`src/rtl/iq_sample_reader.sv`:
```
// Byte-stream to IQ sample converter: assembles little-endian I/Q pairs from a
// FWFT byte FIFO and hands them to two independently drained output slots.

module iq_out_slot #(
  parameter int DATA_WIDTH = 32
) (
  input  logic                  clock,
  input  logic                  reset,
  input  logic                  load_i,
  input  logic [DATA_WIDTH-1:0] din_i,
  input  logic                  rd_en_i,
  output logic [DATA_WIDTH-1:0] data_o,
  output logic                  valid_o,
  output logic                  free_o
);
  logic [DATA_WIDTH-1:0] data_q;
  logic                  valid_q;

  // A slot being consumed this edge can accept a new sample on the same edge.
  assign free_o  = !valid_q || rd_en_i;
  assign data_o  = data_q;
  assign valid_o = valid_q;

  always_ff @(posedge clock or negedge reset) begin
    if (!reset) begin
      data_q  <= '0;
      valid_q <= 1'b0;
    end else if (load_i) begin
      data_q  <= din_i;
      valid_q <= 1'b1;
    end else if (valid_q && rd_en_i) begin
      valid_q <= 1'b0;
    end
  end
endmodule

module iq_sample_reader #(
  parameter int DATA_WIDTH = 32,
  parameter int QUANT_BITS = 10
) (
  input  logic                  clock,
  input  logic                  reset,
  input  logic [7:0]            in_dout,
  input  logic                  in_empty,
  output logic                  in_rd_en,
  output logic [DATA_WIDTH-1:0] i_data,
  output logic                  i_valid,
  input  logic                  i_rd_en,
  output logic [DATA_WIDTH-1:0] q_data,
  output logic                  q_valid,
  input  logic                  q_rd_en
);
  localparam int NUM_CH = 2;

  typedef enum logic [2:0] {RD_ILO, RD_IHI, RD_QLO, RD_QHI, PUSH} state_t;

  state_t                           state_q, state_d;
  logic [3:0][7:0]                  bytes_q, bytes_d;
  logic                             rd, load;
  logic [NUM_CH-1:0][DATA_WIDTH-1:0] smp, dout;
  logic [NUM_CH-1:0]                rden, vld, free;

  function automatic logic [DATA_WIDTH-1:0] quant(input logic [15:0] s);
    logic [DATA_WIDTH-1:0] ext;
    ext = {{(DATA_WIDTH-16){s[15]}}, s};
    return ext << QUANT_BITS;
  endfunction

  always_comb begin
    state_d = state_q;
    bytes_d = bytes_q;
    rd      = 1'b0;
    load    = 1'b0;
    if (state_q == PUSH) begin
      if (&free) begin
        load    = 1'b1;
        state_d = RD_ILO;
      end
    end else if (!in_empty) begin
      // Read states encode the byte slot directly: RD_ILO..RD_QHI = 0..3.
      rd                      = 1'b1;
      bytes_d[state_q[1:0]]   = in_dout;
      state_d                 = state_t'(state_q + 3'd1);
    end
  end

  always_ff @(posedge clock or negedge reset) begin
    if (!reset) begin
      state_q <= RD_ILO;
      bytes_q <= '0;
    end else begin
      state_q <= state_d;
      bytes_q <= bytes_d;
    end
  end

  // Gated by reset so the pop request drops the instant reset asserts.
  assign in_rd_en = rd && reset;

  assign smp[0]  = quant({bytes_q[1], bytes_q[0]});
  assign smp[1]  = quant({bytes_q[3], bytes_q[2]});
  assign rden[0] = i_rd_en;
  assign rden[1] = q_rd_en;

  for (genvar c = 0; c < NUM_CH; c++) begin : g_ch
    iq_out_slot #(.DATA_WIDTH(DATA_WIDTH)) u_slot (
      .clock   (clock),
      .reset   (reset),
      .load_i  (load),
      .din_i   (smp[c]),
      .rd_en_i (rden[c]),
      .data_o  (dout[c]),
      .valid_o (vld[c]),
      .free_o  (free[c])
    );
  end

  assign i_data  = dout[0];
  assign q_data  = dout[1];
  assign i_valid = vld[0];
  assign q_valid = vld[1];
endmodule

```
`config.mk`:
```
export PLATFORM = sky130hd
export DESIGN_NAME = iq_sample_reader
export DESIGN_NICKNAME = d
export VERILOG_FILES = /design/src/rtl/iq_sample_reader.sv
export SDC_FILE = /design/constraint.sdc
export NUM_CORES = 1
export LEC_CHECK = 0
export ABC_CLOCK_PERIOD_IN_PS = 2300
export CORE_MARGIN = 2
export CORE_UTILIZATION = 30
export CTS_CLUSTER_DIAMETER = 80
export DETAILED_ROUTE_END_ITERATION = 6
export GPL_TIMING_DRIVEN = 0
export PLACE_DENSITY = 0.57
export SLEW_MARGIN = 20
export SYNTH_ARGS = -nofsm -noshare
export SYNTH_HDL_FRONTEND = slang
export SYNTH_SLANG_ARGS = --single-unit
export TNS_END_PERCENT = 50
```
`constraint.sdc`:
```
create_clock -name clock -period 2.3 [get_ports clock]
set_clock_uncertainty 0.1 [all_clocks]
set_input_delay 0.46 -clock clock [delete_from_list [all_inputs] [get_ports clock]]
set_output_delay 0.46 -clock clock [all_outputs]
set_load 0.02 [all_outputs]
```
======== Yosys cells after proc, flatten, opt, wreduce, memory -nomap -nowiden ========
Index checks and enable logic that the tools add are counted.
storage, ports and cells
  bits in registers ....................... 69
  input port bits ......................... 13
  output and inout bits ................... 67
  logic and storage cells ................. 44
cells by class
  add/subtract/negate cells ............... 1
  $lt $le $gt $ge ......................... 2
  eq/ne operators ......................... 3
  muxes and demuxes ....................... 14
  bitwise logic cells ..................... 2
  reductions and logical operators ........ 13
operator list
  cell                   number
  $bwmux W32             1
  $demux W8 S2           1
  $mux W3                3
  $mux W1                8
  $mux W8                1
  $reduce_and A2 Y1      3
  $logic_and A1 B1 Y1    4
  $ne A2 B1 Y1 const B   2
  $reduce_bool A2 Y1     2
  $add A3 B1 Y3 const B  1
  $eq A3 B3 Y1 const B   1
  $lt A2 B3 Y1 const B   1
  $ge A2 B1 Y1 const B   1
  $logic_not A1 Y1       2
  $logic_or A1 B1 Y1     2
  $not A1 Y1             2

======== Logic depth before layout (Yosys ltp) ========
Gate-level depths: netlist (run 1).
  word-level depth ........................ 6
  gate-level depth with buffers ........... 7
  gate-level depth less buffers ........... 5

======== Cells and area by module ========
From an unflattened synthesis (run 1), not the netlist that was laid out.
second synthesis, totals
  cells, all modules ...................... 232
  area, all modules ....................... 4189.0 µm²
by module, submodules not included
  module            times used  cells each  area an instance (µm²)  sequential area each (µm²)
  iq_out_slot       2           71          1378.8                  825.8
  iq_sample_reader  1           90          1431.4                  875.8

======== Least setup slack after synthesis (run 1) ========
No wires, ideal clock.
  path kind ............................... reg2out
  start point ............................. register state_q[0]
  end point ............................... output port in_rd_en
  arrival ................................. 1.323 ns
  data required time ...................... 1.740 ns
  slack ................................... 0.417 ns
  stages on the path, launching flop included .. 6
  path buffers ............................ 1
  path through ............................ dfrtp_1 > inv_1 > ha_1 > buf_4 > a21oi_4 > and2_1
between the ends
  longest elaborated chain between the ends .. 3
ends and longest elaborated chain
  item                    line  RTL
  start, declared         57    state_t state_q, state_d;
  start signal, assigned  92    state_q <= state_d;
  $eq A3 B3 Y1            74    if (state_q == PUSH) begin
  $mux W1                 74
  $logic_and A1 B1 Y1     98    assign in_rd_en = rd && reset;
  end, declared           45    output logic in_rd_en,
Every way passes these cells.

======== Worst setup path in the final report (run 1) ========
  start point ............................. register state_q[1]
  end point ............................... output port in_rd_en
The elaborated chain is that of the path after synthesis.

==> results of run 1 <==
-- placed cells by master (no fill, tap or decap), types with 3 or more instances in the layout --
cell type | Yosys | layout
buf_12 | 0 | 4
buf_4 | 33 | 37
buf_6 | 5 | 5
clkbuf_8 | 0 | 9
clkdlybuf4s50_1 | 0 | 57
clkinv_2 | 0 | 4
conb_1 | 1 | 20
dfrtp_1 | 69 | 69
ha_1 | 4 | 4
mux2_1 | 12 | 12
mux2_2 | 21 | 21
mux2_4 | 32 | 32
nand2_1 | 3 | 3
nand2_4 | 3 | 3
-- repair_timing --
item | in CTS | in global routing
buffers inserted | 2 | 1
hold endpoints to repair | 34 | 0
pin swaps | 1 | 0
gates resized for setup | 3 | 1
setup endpoints to repair | 1 | 1
hold buffers | 3 | 0
-- per-stage QoR --
stage	hold WS [ns]	area, um2	setup WS (ns)	instances	power (W)
4_1_cts	0.0588	4200	0.0123	438	0.00629
2_1_floorplan	0.0644	3190	0.417	221	0.00424
3_5_place_dp	0.346	3970	-0.301	417	0.00539
5_1_grt	0.0685	4210	0.0418	439	0.00661
6_report	0.0709	4210	0.142	439	0.00620
3_3_place_gp	0.374	3950	-2.48	416	0.00533
-- worst max-delay path: cells and delay by family (launching register included) --
family,cells,cell delay [ns]
buf+inv,3,0.39
compound gates,1,0.16
fa+ha+maj,1,0.18
flops,1,0.39
simple gates,1,0.14
-- power groups by stage --
| stage | Combinational (W) | Clock, W | Sequential [W] |
|---|---|---|---|
| 2_1_floorplan | 0.00172 | 0 | 0.00252 |
| 3_3_place_gp | 0.00311 | 0 | 0.00222 |
| 3_5_place_dp | 0.00315 | 0 | 0.00224 |
| 4_1_cts | 0.00320 | 0.000873 | 0.00222 |
| 5_1_grt | 0.00337 | 0.000929 | 0.00231 |
| 6_report | 0.00316 | 0.000839 | 0.00220 |
-- kinds of logic (layout without fill, tap and decap cells) --
| family | Yosys count | count (layout) | share of synthesized area [%] |
|---|---|---|---|
| and+or+nand+nor | 16 | 16 | 3.89 |
| DFF | 69 | 69 | 55.4 |
| muxes | 65 | 65 | 27.3 |
| adders and majority gates | 4 | 4 | 1.60 |
| AOI/OAI and AO/OA | 6 | 6 | 1.56 |
| buffers and inverters | 41 | 123 | 10.1 |
| other | 1 | 20 | 0.120 |
-- final cells by class --
cell class                      instances  area (um2)  share of cell area, %
Buffer                                 39         309                   7.35
Clock buffer                           11         131                   3.12
Clock inverter                          5        27.5                  0.655
Inverter                                2        7.51                  0.179
Multi-Input combinational cell        111        1150                   27.3
Sequential cell                        69        1730                   41.1
Tap cell                              136         170                   4.05
Timing Repair Buffer                   66         686                   16.3
-- per-layer routing --
metal | GRT usage (%) | wire length [um]
met1 | 16.4 | 2940
met2 | 17.0 | 2680
met3 | 3.25 | 312
met4 | 5.08 | 70
met5 | 0 | 0
-- sequential cells by signal, summed over array words and instances, names as in the netlist --
register / count
g_ch.u_slot.data_o: 32
bytes_q: 32
state_q: 3
g_ch.u_slot.valid_o: 2
-- path summary, 6_finish.rpt --
path,slack [ns],start,endpoint,cells past startpoint
setup / recovery,0.14,state_q[1]$_DFFE_PN0P_,in_rd_en,6
setup reg to reg,0.42,state_q[1]$_DFFE_PN0P_,g_ch[1].u_slot.data_o[13]$_DFFE_PN0P_,7
min in group clock,0.39,g_ch[0].u_slot.data_o[19]$_DFFE_PN0P_,g_ch[0].u_slot.data_o[19]$_DFFE_PN0P_,1
hold reg to reg,0.39,g_ch[0].u_slot.data_o[19]$_DFFE_PN0P_,g_ch[0].u_slot.data_o[19]$_DFFE_PN0P_,1
hold / removal,0.07,reset,g_ch[0].u_slot.data_o[25]$_DFFE_PN0P_,3
max in group asynchronous,1.82,reset,state_q[0]$_DFFE_PN0P_,3
==> qor.txt, run 1 <==
Max-cap violations: 0
WL final: 6010 um
TNS Setup: 0 ns
Setup crit end kind: output port
routability cong.: 0.662
CTS Root Cell: clkbuf_8
n_diodes: 0
io pins: 80
setup repair after global routing missed its margin: false
crit-path max FO: 8
share of cells above drive strength 1: 40.3%
top cell type by total area after synthesis: dfrtp_1
pwr/cell area: 1480 nW/um2
Starting Density: 30.5%
first-pass GRT wire length: 9830 um
worst vdd ir: 0.000512 V
Setup crit start kind: flip-flop
post-DR wirelength/cell: 13.7 um
Total GRT Usage: 11.7%
remaining antenna violation count: 0
CTS HTree Levels: 3
Nets: 315
Detail Placement HPWL: 3940 um
P_sw: 0.00212 W
Fin. Hold Viols: 0
Max stage delay on crit path: 0.39 ns
EDFF count, synth: 0
ys flop type: dfrtp_1
row count: 37
Initial DRT Pass Iterations: 4
clock latency on the worst-skew pair: 0.34 ns
Syn. warnings: 0
sequential area share after synthesis: 55.4%
Synth top area share: 55.4%
leakage: 1.97 nW
fin crit share: 93.8%
Comb power frac: 51.0%
Pins Over Slew Limit: 0
initial antenna violation count: 0
Hold Path Class: input pin to asynchronous set/reset pin
Core ar.: 10,200 um2
final setup vio count: 0
Req. time, crit path: 1.74 ns
detailed-route via count: 1,753
crit-path cells: inv_1 -> ha_1 -> buf_4 -> a21oi_4 -> and2_1 -> buf_2
Die Y-Extent: 106 um
Die Area: 11,200 um2
most frequent cell after synthesis: dfrtp_1
mean area per synthesized cell: 15.4 um2
ys async rst share: 100%
clock share of power: 13.5%
clock sinks: 69
CTS buffer count: 9
GRT overflow: 0
Crit Path Class: flip-flop to output port
share of total power in sequential cells: 35.5%
Slowest cell on crit path: dfrtp_1
area of the mapped netlist: 3120 um2
Power Internal: 0.00409 W
register bit count reported by yosys: 69
Layout Utilization: 41.1%
status: completed
Mapped Cells: 202
largest net degree at the start of global routing: 36
fmax: 0.463 GHz
DR DRC count: 0
clk buf depth: 2
vias in the first global route: 1,817
Tmin final: 2.16 ns
CTS tree: yes
commonest cells in the netlist: 69 x dfrtp_1, 33 x buf_4, 32 x mux2_4
Fill cells: 998
Area growth syn-to-layout: 34.8%
DRT iter0 DRCs: 41
clock-pin slew on the worst setup and hold paths: 0.08 ns
Sw Share: 34.1%
Via-to-Cell Ratio: 3.99
synth top area cells: dfrtp_1 55%, mux2_4 15%, buf_4 7.9%, mux2_2 7.6%, mux2_1 4.3%
Arr. time, crit path: 1.60 ns
chip width: 106 um
Port Buffers: 59
Yosys cell types: 24
(Power assumes the default switching activity.)
==> inputs of run 2 (changes only) <==
CORE_ASPECT_RATIO = 0.6   (was unset)
==> run 2 against run 1 <==
  * Critical path depth is the same
  * Combinational power is essentially flat
  * Die area grew 0.24%
  * Total power grew 8.1%
  * Worst setup slack gained 0.026 ns
  * Clock power grew 60%
  * Highest routed layer unchanged
==> qor.txt, run 2 (synthesis results as in run 1) <==
status: completed
commonest non-fill, non-tap cell in the layout: dfrtp_1
routability cong.: 0.668 (+1.0%)
DRT iter0 DRCs: 49 (+20%)
clock latency on the worst-skew pair: 0.32 ns (-0.02 ns)
share of cells above drive strength 1: 39.3% (-0.93 points)
Rel. slew slack: 56.1%
Fill cells: 923 (-7.5%)
largest net degree at the start of global routing: 56 (+56%)
DR DRC count: 0 (unchanged)
TNS Setup: 0 ns (unchanged)
Via-to-Cell Ratio: 3.97 (-0.46%)
Detail Placement HPWL: 4330 um (+9.8%)
pwr/cell area: 1560 nW/um2 (+6.0%)
Total GRT Usage: 11.8% (+0.15 points)
Tmin final: 2.13 ns (-0.0263 ns)
Setup crit start kind: flip-flop
remaining antenna violation count: 0 (unchanged)
Die Y-Extent: 83.0 um (-22%)
register area: 1730 um2 (unchanged)
CTS tree: yes
Area growth syn-to-layout: 37.5%
Die Area: 11,300 um2 (+0.24%)
post-DR wirelength/cell: 14.2 um (+4.0%)
detailed-route via count: 1,729 (-1.4%)
Worst-Margin Slew: 0.656 ns
fin crit share: 92.7% (-1.1 points)
fmax: 0.469 GHz (+1.2%)
clk buf depth: 2 (unchanged)
final instance area: 4290 um2 (+2.0%)
setup repair after global routing missed its margin: false
Arr. time, crit path: 1.57 ns (-0.03 ns)
n_diodes: 0 (unchanged)
Pins Over Slew Limit: 0 (unchanged)
final setup vio count: 0 (unchanged)
crit-path cells: inv_1 -> ha_1 -> buf_4 -> a21oi_4 -> and2_1 -> buf_2
Max stage delay on crit path: 0.38 ns (about the same)
Port Buffers: 59 (unchanged)
worst vdd ir: 0.000698 V (+36%)
vias in the first global route: 1,788 (-1.6%)
CTS Root Cell: clkbuf_16
GRT overflow: 0 (unchanged)
leakage: 2.01 nW (+1.7%)
commonest non-fill, non-tap cells in the layout: 69 x dfrtp_1, 57 x clkdlybuf4s50_1, 36 x buf_4
Crit Path Class: flip-flop to output port
Tot Pwr: 0.00671 W (+8.1%)
CTS HTree Levels: 3 (unchanged)
Initial DRT Pass Iterations: 4 (unchanged)
CTS buffer count: 9 (unchanged)
initial antenna violation count: 0 (unchanged)
Slowest cell on crit path: dfrtp_1
row count: 28 (-24%)
clock-pin slew on the worst setup and hold paths: 0.05 ns (-0.03 ns)
io pins: 80 (unchanged)
first-pass GRT wire length: 10,100 um (+2.5%)
Max-cap violations: 0 (unchanged)
Setup crit end kind: output port
Hold Path Class: input pin to asynchronous set/reset pin
Multi-input gate area: 1150 um2 (unchanged)
Nets: 312 (-0.95%)
crit-path max FO: 8 (unchanged)
Core ar.: 9980 um2 (-2.4%)
Starting Density: 31.2% (+0.75 points)
WL final: 6190 um (+3.0%)
Fin. Hold Viols: 0 (unchanged)
chip width: 136 um (+28%)
clock sinks: 69 (unchanged)
Post-DP Area: 3980 um2 (+0.16%)
Req. time, crit path: 1.74 ns (about the same)
-- run 2: area by class of cell --
class	count	area share, %
clock buffer	12	5.75
buffer	39	7.21
sequential	69	40.3
timing repair buffer	63	14.8
multi-input combinational	111	26.8
inverter	2	0.175
tap	135	3.94
clock inverter	4	1.11
-- run 2: path summary, 6_finish.rpt --
path,startpoint,to,cells past startpoint,slack [ns]
worst min-delay path,reset,bytes_q[29]$_DFFE_PN0P_,2,0.04
worst min register to register,g_ch[0].u_slot.data_o[18]$_DFFE_PN0P_,g_ch[0].u_slot.data_o[18]$_DFFE_PN0P_,1,0.38
min in group clock,g_ch[0].u_slot.data_o[18]$_DFFE_PN0P_,g_ch[0].u_slot.data_o[18]$_DFFE_PN0P_,1,0.38
worst max-delay path,state_q[1]$_DFFE_PN0P_,in_rd_en,6,0.17
max in group asynchronous,reset,g_ch[1].u_slot.data_o[18]$_DFFE_PN0P_,2,1.03
worst max register to register,state_q[1]$_DFFE_PN0P_,g_ch[0].u_slot.data_o[22]$_DFFE_PN0P_,7,0.42
-- run 2: timing repair --
item / CTS / global route
pin swaps: 1 / 0
hold endpoints to repair: 15 / 0
endpoints found under the setup margin: 1 / 1
hold buffers: 1 / 0
setup buffers: 2 / 0
resized for setup: 3 / 1
-- run 2: through the flow --
stage | hold slack, ns | setup WS (ns) | cells | util [%]
2_1_floorplan | 0.0644 | 0.417 | 221 | -
3_3_place_gp | 0.375 | -2.51 | 415 | 39.6
3_5_place_dp | 0.241 | -0.311 | 416 | 39.8
4_1_cts | 0.0488 | 0.0323 | 435 | 43.0
5_1_grt | 0.0537 | 0.0468 | 435 | 43.0
6_report | 0.0401 | 0.168 | 435 | 43.0
-- run 2: routing by layer --
layer,wire length (um),vias up,GRT usage [%],part of all wire (%)
met5,0,-,0,0
met4,43,0,3.13,0.69
met3,320,5,4.15,5.2
met2,2640,33,15.8,43
met1,3190,856,17.9,52
li1,-,835,-,-
-- run 2: critical path: cells and delay by family, from the launching register on --
| family | cells | cell delay, ns |
|---|---|---|
| DFF | 1 | 0.38 |
| buffers and inverters | 3 | 0.40 |
| adders and majority gates | 1 | 0.18 |
| AOI/OAI and AO/OA | 1 | 0.16 |
| and+or+nand+nor | 1 | 0.14 |
-- run 2: power by group --
part / internal (W) / leakage (nW) / switching [W] / total, W
Clock: 0.000865 / 0.143 / 0.000473 / 0.00134
Sequential: 0.00184 / 0.828 / 0.000371 / 0.00221
Combinational: 0.00185 / 1.03 / 0.00131 / 0.00315
Total: 0.00455 / 2.01 / 0.00215 / 0.00671
==> inputs of run 3 (changes only) <==
REMOVE_ABC_BUFFERS = 1   (was unset)
==> run 3 against run 2 <==
  * Critical path type is now flip-flop to flip-flop
  * Via count down 6.5%
  * Clock-buffer cell count down 3
  * Die area stayed put
  * Register-to-register slack lost 0.26 ns
  * Hold slack worse by 0.021 ns
  * Critical path depth is 2 lower
  * Final cell count decreased by 9.2%
==> qor.txt, run 3 (synthesis results as in run 1) <==
register area: 1730 um2 (unchanged)
remaining antenna violation count: 0 (unchanged)
P_sw: 0.00212 W (-1.4%)
post-DR wirelength/cell: 13.9 um (-2.0%)
Area growth syn-to-layout: 28.4%
Core ar.: 9980 um2 (unchanged)
commonest non-fill, non-tap cell in the layout: dfrtp_1
clock-pin slew on the worst setup and hold paths: 0.06 ns (about the same)
Sw Share: 32.5% (+0.37 points)
leakage: 1.79 nW (-11%)
vias in the first global route: 1,663 (-7.0%)
row count: 28 (unchanged)
Fill cells: 958 (+3.8%)
Die Y-Extent: 83.0 um (unchanged)
fmax: 0.468 GHz (-0.30%)
Post-Place Cells: 377 (-9.4%)
Setup crit end kind: flip-flop
commonest non-fill, non-tap cells in the layout: 69 x dfrtp_1, 57 x clkdlybuf4s50_1, 32 x mux2_4
clk buf depth: 2 (unchanged)
first-pass GRT wire length: 8800 um (-13%)
TNS Setup: 0 ns (unchanged)
crit-path max FO: 34 (+26)
Tmin final: 2.14 ns (+0.00639 ns)
Via-to-Cell Ratio: 4.09 (+3.0%)
crit path launch: state_q[0]$_DFFE_PN0P_
Power Internal: 0.00441 W (-3.1%)
CTS HTree Levels: 3 (unchanged)
DR DRC count: 0 (unchanged)
routability cong.: 0.694 (+3.8%)
hold_ws: 0.0186 ns (-0.0215 ns)
Detail Placement HPWL: 3660 um (-16%)
clock share of power: 22.5% (+2.6 points)
chip width: 136 um (unchanged)
Setup crit start kind: flip-flop
setup repair after global routing missed its margin: false
fin crit share: 93.0% (+0.28 points)
clock sinks: 69 (unchanged)
Fin. Hold Viols: 0 (unchanged)
Rel. slew slack: 55.1% (-1.0 points)
final std cells w/o fill: 395 (-9.2%)
Layout Utilization: 40.1% (-2.8 points)
DRT iter0 DRCs: 63 (+29%)
GRT overflow: 0 (unchanged)
Req. time, crit path: 2.41 ns (+0.67 ns)
Port Buffers: 59 (unchanged)
Worst-Margin Slew: 0.671 ns (+0.0151 ns)
final worst slack: 0.162 ns (-0.00639 ns)
CTS Root Cell: clkbuf_16
Arr. time, crit path: 2.25 ns (+0.68 ns)
r2r startpoint: state_q[0]$_DFFE_PN0P_
Starting Density: 31.2% (unchanged)
Comb power frac: 43.5% (-3.5 points)
Total GRT Usage: 10.5% (-1.3 points)
detailed-route via count: 1,617 (-6.5%)
Initial DRT Pass Iterations: 4 (unchanged)
pre-CTS WS: -0.303 ns (+0.00807 ns)
status: completed
n_diodes: 0 (unchanged)
share of cells above drive strength 1: 31.2% (-8.2 points)
final setup vio count: 0 (unchanged)
CTS tree: yes
Multi-input gate area: 1150 um2 (+0.22%)
initial antenna violation count: 0 (unchanged)
WL final: 5510 um (-11%)
Nets: 272 (-13%)
worst vdd ir: 0.000576 V (-17%)
Die Area: 11,300 um2 (unchanged)
io pins: 80 (unchanged)
Pins Over Slew Limit: 0 (unchanged)
clock latency on the worst-skew pair: 0.33 ns (about the same)
largest net degree at the start of global routing: 56 (unchanged)
Hold Path Class: input pin to asynchronous set/reset pin
Max-cap violations: 0 (unchanged)
Crit Path Class: flip-flop to flip-flop
share of total power in sequential cells: 34.0% (+1.0 points)
CTS buffer count: 9 (unchanged)
pwr/cell area: 1630 nW/um2 (+4.3%)
-- run 3: path summary, 6_finish.rpt --
path                                                         end  slack [ns]  depth (start not counted)
max                        g_ch[0].u_slot.data_o[20]$_DFFE_PN0P_        0.16                          4
min in group clock         g_ch[0].u_slot.data_o[18]$_DFFE_PN0P_        0.39                          1
min reg2reg                g_ch[0].u_slot.data_o[18]$_DFFE_PN0P_        0.39                          1
max reg2reg                g_ch[0].u_slot.data_o[20]$_DFFE_PN0P_        0.16                          4
max in group asynchronous  g_ch[1].u_slot.data_o[18]$_DFFE_PN0P_        1.03                          2
min                        g_ch[0].u_slot.data_o[24]$_DFFE_PN0P_        0.02                          2
-- run 3: through the flow --
stage          power, W  cell area (um2)
5_1_grt         0.00691             4010
2_1_floorplan   0.00397             2880
3_5_place_dp    0.00511             3670
6_report        0.00653             4010
3_3_place_gp    0.00505             3640
4_1_cts         0.00664             4010
-- run 3: power by group through the flow --
stage                     clock (W)  sequential [W]  combinational [W]
after floorplan                   0         0.00267            0.00130
final                       0.00147         0.00222            0.00284
after global placement            0         0.00223            0.00282
after detailed placement          0         0.00225            0.00286
after global routing        0.00157         0.00231            0.00302
after CTS                   0.00151         0.00224            0.00289
-- run 3: final cells by class --
class	instances	area share, %
clock inverters	7	2.50
inverters	2	0.187
repair buffers	62	15.7
multi-input cells	111	28.7
flip-flops and latches	69	43.1
clock buffers	9	5.62
well taps	135	4.22
-- run 3: timing repair --
action,CTS,global route
endpoints found under the setup margin,1,1
buffers inserted,1,0
hold endpoints to repair,15,0
cloned,0,0
pin swaps,1,0
hold buffers,1,0
gates resized for setup,3,1
-- run 3: worst max-delay path, cell delays in order, from the launching register on --
cell and delay (ns):
dfrtp_1 0.41, inv_1 0.13, ha_2 0.28, and4_4 0.70, mux2_1 0.39
-- run 3: metal layers --
metal  track usage (%)  wire (um)  vias to the layer above
met5                 0          0                        -
met4              4.26        106                        0
met3              4.64        390                       10
met2              15.1       2420                       54
met1              13.9       2590                      806
li1                  -          -                      747
